$ cat config.mk
export PLATFORM = sky130hd
export DESIGN_NAME = lut_corr_apply
export DESIGN_NICKNAME = d
export VERILOG_FILES = /design/src/rtl/lut_corr_apply_pkg.sv /design/src/rtl/lut_corr_apply_chan.sv /design/src/rtl/lut_corr_apply.sv
export SDC_FILE = /design/constraint.sdc
export NUM_CORES = 1
export LEC_CHECK = 0
export ABC_CLOCK_PERIOD_IN_PS = 5500
export CORE_MARGIN = 4
export CORE_UTILIZATION = 53
export DETAILED_ROUTE_END_ITERATION = 6
export HOLD_SLACK_MARGIN = 0.02
export PLACE_DENSITY = 0.81
export RECOVER_POWER = 25
export SETUP_SLACK_MARGIN = 0.05
export SYNTH_ARGS = -nofsm -noshare
export SYNTH_HDL_FRONTEND = slang
export SYNTH_HIERARCHICAL = 1
export SYNTH_SLANG_ARGS = --single-unit
$ cat constraint.sdc
create_clock -name clk -period 5.5 [get_ports clk]
set_input_delay 1.375 -clock clk [delete_from_list [all_inputs] [get_ports clk]]
set_output_delay 1.375 -clock clk [all_outputs]
set_load 0.1 [all_outputs]
$ cat src/rtl/lut_corr_apply_pkg.sv
// Shared defaults, FSM encoding and saturation helpers for the LUT correction
// apply stage.
package lut_corr_apply_pkg;

  localparam int RAW_W_DEF = 13;
  localparam int LUT_W_DEF = 21;
  localparam int FRAC_DEF  = 7;
  localparam int LAT_DEF   = 2;
  localparam int N_CH      = 4;

  typedef enum logic [1:0] {
    ST_IDLE   = 2'd0,
    ST_ACTIVE = 2'd1,
    ST_DONE   = 2'd2
  } state_t;

  function automatic int sat_max(input int w);
    return (1 << (w - 1)) - 1;
  endfunction

  function automatic int sat_min(input int w);
    return -(1 << (w - 1));
  endfunction

endpackage

$ cat src/rtl/lut_corr_apply_chan.sv
// One channel: round the LUT word to integer LSBs, subtract it from the aligned
// raw sample, clamp to the raw range and register the result with its sat flag.
module corr_sat_chan
  import lut_corr_apply_pkg::*;
#(
  parameter int RAW_W = RAW_W_DEF,
  parameter int LUT_W = LUT_W_DEF,
  parameter int FRAC  = FRAC_DEF
) (
  input  logic                    clk,
  input  logic                    rst,
  input  logic                    en_i,
  input  logic                    corr_en_i,
  input  logic signed [RAW_W-1:0] raw_i,
  input  logic signed [LUT_W-1:0] lut_i,
  output logic signed [RAW_W-1:0] corr_o,
  output logic                    sat_o
);

  localparam logic signed [LUT_W:0]   ROUND = (LUT_W+1)'(1 << (FRAC - 1));
  localparam logic signed [LUT_W+1:0] MAX_W = (LUT_W+2)'(sat_max(RAW_W));
  localparam logic signed [LUT_W+1:0] MIN_W = (LUT_W+2)'(sat_min(RAW_W));
  localparam logic signed [RAW_W-1:0] MAX_R = RAW_W'(sat_max(RAW_W));
  localparam logic signed [RAW_W-1:0] MIN_R = RAW_W'(sat_min(RAW_W));

  logic signed [LUT_W:0]   lut_ext;
  logic signed [LUT_W:0]   corr_lsb;
  logic signed [LUT_W+1:0] raw_ext;
  logic signed [LUT_W+1:0] diff;
  logic signed [RAW_W-1:0] corr_d, corr_q;
  logic                    sat_d, sat_q;

  // One guard bit keeps lut + half-LSB from wrapping before the shift.
  assign lut_ext  = {lut_i[LUT_W-1], lut_i};
  assign corr_lsb = (lut_ext + ROUND) >>> FRAC;
  assign raw_ext  = {{(LUT_W+2-RAW_W){raw_i[RAW_W-1]}}, raw_i};
  assign diff     = raw_ext - {corr_lsb[LUT_W], corr_lsb};

  always_comb begin
    corr_d = diff[RAW_W-1:0];
    sat_d  = 1'b0;
    if (!corr_en_i) begin
      corr_d = raw_i;
    end else if (diff > MAX_W) begin
      corr_d = MAX_R;
      sat_d  = 1'b1;
    end else if (diff < MIN_W) begin
      corr_d = MIN_R;
      sat_d  = 1'b1;
    end
  end

  always_ff @(posedge clk or posedge rst) begin
    if (rst) begin
      corr_q <= '0;
      sat_q  <= 1'b0;
    end else if (en_i) begin
      corr_q <= corr_d;
      sat_q  <= sat_d;
    end
  end

  assign corr_o = corr_q;
  assign sat_o  = sat_q;

endmodule

$ cat src/rtl/lut_corr_apply.sv
// Aligns raw BPM I/Q with the LUT read latency, applies the correction per
// channel inside a triggered window and reports per-window saturation.
//   state  | meaning
//   IDLE   | waiting for the delayed trig
//   ACTIVE | emitting window samples, accumulating sat flags
//   DONE   | one-cycle win_done, latch sat_status
module lut_corr_apply
  import lut_corr_apply_pkg::*;
#(
  parameter int RAW_W = RAW_W_DEF,
  parameter int LUT_W = LUT_W_DEF,
  parameter int FRAC  = FRAC_DEF,
  parameter int LAT   = LAT_DEF
) (
  input  logic                    clk,
  input  logic                    rst,
  input  logic                    trig,
  input  logic [7:0]              win_len,
  input  logic                    corr_en,
  input  logic signed [RAW_W-1:0] bpm1_i_raw,
  input  logic signed [RAW_W-1:0] bpm1_q_raw,
  input  logic signed [RAW_W-1:0] bpm2_i_raw,
  input  logic signed [RAW_W-1:0] bpm2_q_raw,
  input  logic signed [LUT_W-1:0] bpm1_i_lut_out,
  input  logic signed [LUT_W-1:0] bpm1_q_lut_out,
  input  logic signed [LUT_W-1:0] bpm2_i_lut_out,
  input  logic signed [LUT_W-1:0] bpm2_q_lut_out,
  output logic signed [RAW_W-1:0] bpm1_i_corr,
  output logic signed [RAW_W-1:0] bpm1_q_corr,
  output logic signed [RAW_W-1:0] bpm2_i_corr,
  output logic signed [RAW_W-1:0] bpm2_q_corr,
  output logic                    corr_valid,
  output logic                    win_done,
  output logic [3:0]              sat_status,
  output logic                    overrun
);

  logic signed [RAW_W-1:0] raw_in   [N_CH];
  logic signed [LUT_W-1:0] lut_in   [N_CH];
  logic signed [RAW_W-1:0] corr_out [N_CH];
  logic signed [RAW_W-1:0] raw_dly_q [N_CH][LAT];
  logic [LAT-1:0]          trig_dly_q;
  logic                    trig_al;
  logic [N_CH-1:0]         sat_vec;
  logic                    chan_en;

  state_t     state_q, state_d;
  logic [7:0] cnt_q, cnt_d;
  logic [3:0] acc_q, acc_d;
  logic [3:0] sat_status_q, sat_status_d;
  logic       overrun_q, overrun_d;

  assign raw_in[0] = bpm1_i_raw;
  assign raw_in[1] = bpm1_q_raw;
  assign raw_in[2] = bpm2_i_raw;
  assign raw_in[3] = bpm2_q_raw;
  assign lut_in[0] = bpm1_i_lut_out;
  assign lut_in[1] = bpm1_q_lut_out;
  assign lut_in[2] = bpm2_i_lut_out;
  assign lut_in[3] = bpm2_q_lut_out;

  always_ff @(posedge clk or posedge rst) begin
    if (rst) begin
      trig_dly_q <= '0;
      for (int c = 0; c < N_CH; c++)
        for (int s = 0; s < LAT; s++)
          raw_dly_q[c][s] <= '0;
    end else begin
      trig_dly_q <= {trig_dly_q[LAT-2:0], trig};
      for (int c = 0; c < N_CH; c++) begin
        raw_dly_q[c][0] <= raw_in[c];
        for (int s = 1; s < LAT; s++)
          raw_dly_q[c][s] <= raw_dly_q[c][s-1];
      end
    end
  end

  assign trig_al = trig_dly_q[LAT-1];

  // Channel registers load only for samples that belong to the window, so the
  // outputs hold their last value everywhere else.
  assign chan_en = (state_d == ST_ACTIVE);

  for (genvar g = 0; g < N_CH; g++) begin : g_chan
    corr_sat_chan #(
      .RAW_W(RAW_W),
      .LUT_W(LUT_W),
      .FRAC (FRAC)
    ) u_chan (
      .clk      (clk),
      .rst      (rst),
      .en_i     (chan_en),
      .corr_en_i(corr_en),
      .raw_i    (raw_dly_q[g][LAT-1]),
      .lut_i    (lut_in[g]),
      .corr_o   (corr_out[g]),
      .sat_o    (sat_vec[g])
    );
  end

  always_comb begin
    state_d      = state_q;
    cnt_d        = cnt_q;
    acc_d        = acc_q;
    sat_status_d = sat_status_q;
    overrun_d    = overrun_q;
    unique case (state_q)
      ST_IDLE: begin
        if (trig_al) begin
          cnt_d   = win_len;
          acc_d   = '0;
          state_d = (win_len == 8'd0) ? ST_DONE : ST_ACTIVE;
        end
      end
      ST_ACTIVE: begin
        acc_d = acc_q | sat_vec;
        cnt_d = cnt_q - 8'd1;
        if (cnt_q == 8'd1) state_d = ST_DONE;
        if (trig_al) overrun_d = 1'b1;
      end
      ST_DONE: begin
        sat_status_d = acc_q;
        state_d      = ST_IDLE;
        if (trig_al) overrun_d = 1'b1;
      end
      default: state_d = ST_IDLE;
    endcase
  end

  always_ff @(posedge clk or posedge rst) begin
    if (rst) begin
      state_q      <= ST_IDLE;
      cnt_q        <= '0;
      acc_q        <= '0;
      sat_status_q <= '0;
      overrun_q    <= 1'b0;
    end else begin
      state_q      <= state_d;
      cnt_q        <= cnt_d;
      acc_q        <= acc_d;
      sat_status_q <= sat_status_d;
      overrun_q    <= overrun_d;
    end
  end

  assign bpm1_i_corr = corr_out[0];
  assign bpm1_q_corr = corr_out[1];
  assign bpm2_i_corr = corr_out[2];
  assign bpm2_q_corr = corr_out[3];
  assign corr_valid  = (state_q == ST_ACTIVE);
  assign win_done    = (state_q == ST_DONE);
  assign sat_status  = sat_status_q;
  assign overrun     = overrun_q;

endmodule

==> impl_metrics.toml <==
[synthesis]
synth.area.top_cells = "dfrtp_1 41%, ha_1 7.8%, xor2_1 4.4%"
yosysSeqAreaShare_pct = 40.9
synth_top_cell_area_share_pct = 40.9
synth_seq_cells = 181
yosysTopAreaCell = "dfrtp_1"
synth-compound-area-share_pct = 22.2
synth_cells = 1097
synth_top_flop_cell = "dfrtp_1"
synthMuxAreaShare_pct = 1.66
ys_async_sr_fraction_pct = 100
yosys-top-cells-count = "181 x dfrtp_1, 85 x nand2_1, 76 x a21oi_1"
synth_fa_ha_area_share_pct = 8.52
ys_warn_count = 6
syn_nets = 1318
yosys.area_share.simple_pct = 15.7
yosysUniqueCellTypes = 83
syn-cell-area_um2 = 11100
synth-edff-count = 0
synth_xor_area_share_pct = 6.88
syn_area_per_cell_um2 = 10.1
synth_most_common_cell = "dfrtp_1"
synth_top_family_by_area = "compound AO/OA/AOI/OAI gates"

[setup_path]
cp.arrival_ns = 5.19
worstReg2RegStart = "raw_dly_q[0]"
cp-end-kind = "flop"
crit_path_max_fanout = 13
required_ns = 5.80
reg2reg_to = "g_chan[3].u_chan/corr_o[1]"
r2r_slack_ns = 2.27
criticalPathCategory = "input port to flop"
reg2regPathDepth = 11
cp-start-kind = "input port"

[clocking]
clk_latency_ns = 0.43
post_cts_buffers = 0
cts_buffer_depth = 2
htree_levels = 4
cts-buffers-inserted = 17
cts_tree = "yes"
clockRootBuffer = "clkbuf_16"
cts_hold_buffers = 0
path_clk_slew_ns = 0.07
cts_resized = 0
clock-sinks = 181

[detailed_routing]
drtPass1Iterations = 6
routed_wl_um = 25600
drc_errors = 0
drt-wirelength-per-cell_um = 16.4
drt_iter0_drc = 441
antenna_left = 0
num_vias = 8790
drt-vias-per-instance = 5.63

[power]
ir_drop_v = 0.000324
p_leak_nw = 5.79
power_mw = 6.69
power_density_nw_per_um2 = 489

[placement]
hpwl_um = 19700
placedCellCount = 1527
gp_congestion = 0.882
port-buffer-count = 182
placed_area_um2 = 13100
pre_cts_ws_ns = 0.187

[final_layout]
final_util_pct = 67.2
drive_above_1_share_pct = 11.4
multi_input_area_um2 = 6090
area_growth_pct = 23.5
fin_area_um2 = 13700
instances_no_fill = 1560
fin_nets = 1497
fillCellCount = 1606
final-seq-area_um2 = 4530

[floorplan]
die_w_um = 153
fp-row-count = 52
io_pins = 207
die-area_um2 = 23300
start_util_pct = 54.4
core_area_um2 = 20400
fp.dieH_um = 153

[timing]
holdWs_ns = 0.346
setup_ws_ns = 0.605
worst_pin_slew_ns = 1.06
clock.fmax_ghz = 0.204
hold_viol_final = 0
fin_setup_tns_ns = 0
relSlewSlack_pct = 29.4
setup_viol = 0
finalMaxSlewViolations = 0
layout_min_cycle_time_ns = 4.89
rsz0062_at_grt = "no"
skew_ns = 0.0113
fin_crit_sh_pct = 89.0

[global_routing]
grt_usage_pct = 21.9
grt_antenna_before_repair = 1
busiest_layer = "met2"
grt_pass1_wl_um = 42600
use_met3_pct = 4.17
use_met2_pct = 36.3
grt_start_max_net_pins = 100
grt_pass1_vias = 8648
grt_use_met1_pct = 29.5
grt_remaining_overflow = 0

[min_path]
hold_path_depth = 0
hp-start = "raw_dly_q[18]"
hp-class = "flop to flop"
min_to = "raw_dly_q[5]"

[status]
status = "finished clean"

[job]
drv_cap = 0
layout by cell type, fill, tap and decap left out, types with 13 or more instances in the layout:
cell               n
xnor2_1           32
nand3_1           36
nand2b_1          29
nor2b_1           22
xor2_1            55
a21oi_1           76
nand4_1           24
ha_1              69
o22ai_1           26
a21oi_2           16
dlygate4sd3_1     47
nand2_1           85
inv_1             65
a22oi_2           16
dfrtp_1          181
a21o_1            18
nor2_1            55
clkdlybuf4s50_1  134
and3_1            13
clkbuf_16         17
o22ai_2           16
o21ai_0           49
worst max-delay path, stage by stage:
cell	delay [ns]
clkdlybuf4s50_1	0.53
and3_1	0.21
and2_1	0.17
and3_1	0.24
nor2b_1	0.22
nand2_1	0.09
xor2_1	0.15
ha_1	0.41
a21o_1	0.23
o22a_1	0.22
nand2_1	0.07
o311a_2	0.43
o32ai_4	0.52
a21boi_0	0.23
o22ai_1	0.08
how the worst max path moves through the flow:
| stage | cells after the start | startpoint | slack, ns | to |
|---|---|---|---|---|
| after detailed placement | 15 | bpm1_q_lut_out[8] | 0.19 | g_chan[1].u_chan/sat_o |
| after CTS | 15 | bpm1_q_lut_out[8] | 0.63 | g_chan[1].u_chan/sat_o |
| after global placement | 15 | bpm1_q_lut_out[8] | 0.25 | g_chan[1].u_chan/sat_o |
| after floorplan | 1 | rst | 0.80 | acc_q[0] |
| final | 15 | bpm1_q_lut_out[8] | 0.61 | g_chan[1].u_chan/sat_o |
| after global routing | 16 | bpm1_q_lut_out[8] | 0.29 | g_chan[1].u_chan/sat_o |
power by group:
group	leakage, nW	internal, mW	switching, mW
logic	3.41	1.09	2.59
clock network	0.277	0.637	0.535
registers	2.10	1.64	0.205
total	5.79	3.37	3.32
final cells by class:
type | instances | area share, %
Timing Repair Buffer | 192 | 13.8
Tap cell | 270 | 2.47
Clock buffer | 18 | 3.14
Inverter | 66 | 1.85
Antenna cell | 1 | 0.0183
Clock inverter | 14 | 1.03
Sequential cell | 181 | 33.1
Multi-Input combinational cell | 818 | 44.5
per-layer routing:
layer	wire length, um	up-vias
li1	-	4333
met1	11400	4196
met5	0	-
met2	12500	224
met4	502	0
met3	1230	37
logic make-up (layout without fill, tap and decap cells):
group / after synthesis / in the layout
flops: 181 / 181
mux: 16 / 16
other cells: 0 / 1
fa+ha+maj: 73 / 73
buf+inv: 98 / 290
simple gates: 324 / 324
xor+xnor: 87 / 87
compound gates: 318 / 318
flip-flops by register name, summed over array words and instances (netlist names):
name                  count
trig_dly_q                2
state_q                   2
g_chan.u_chan/sat_o       4
acc_q                     4
raw_dly_q               104
sat_status                4
cnt_q                     8
overrun                   1
g_chan.u_chan/corr_o     52
Power figures use the tool's default switching activity.
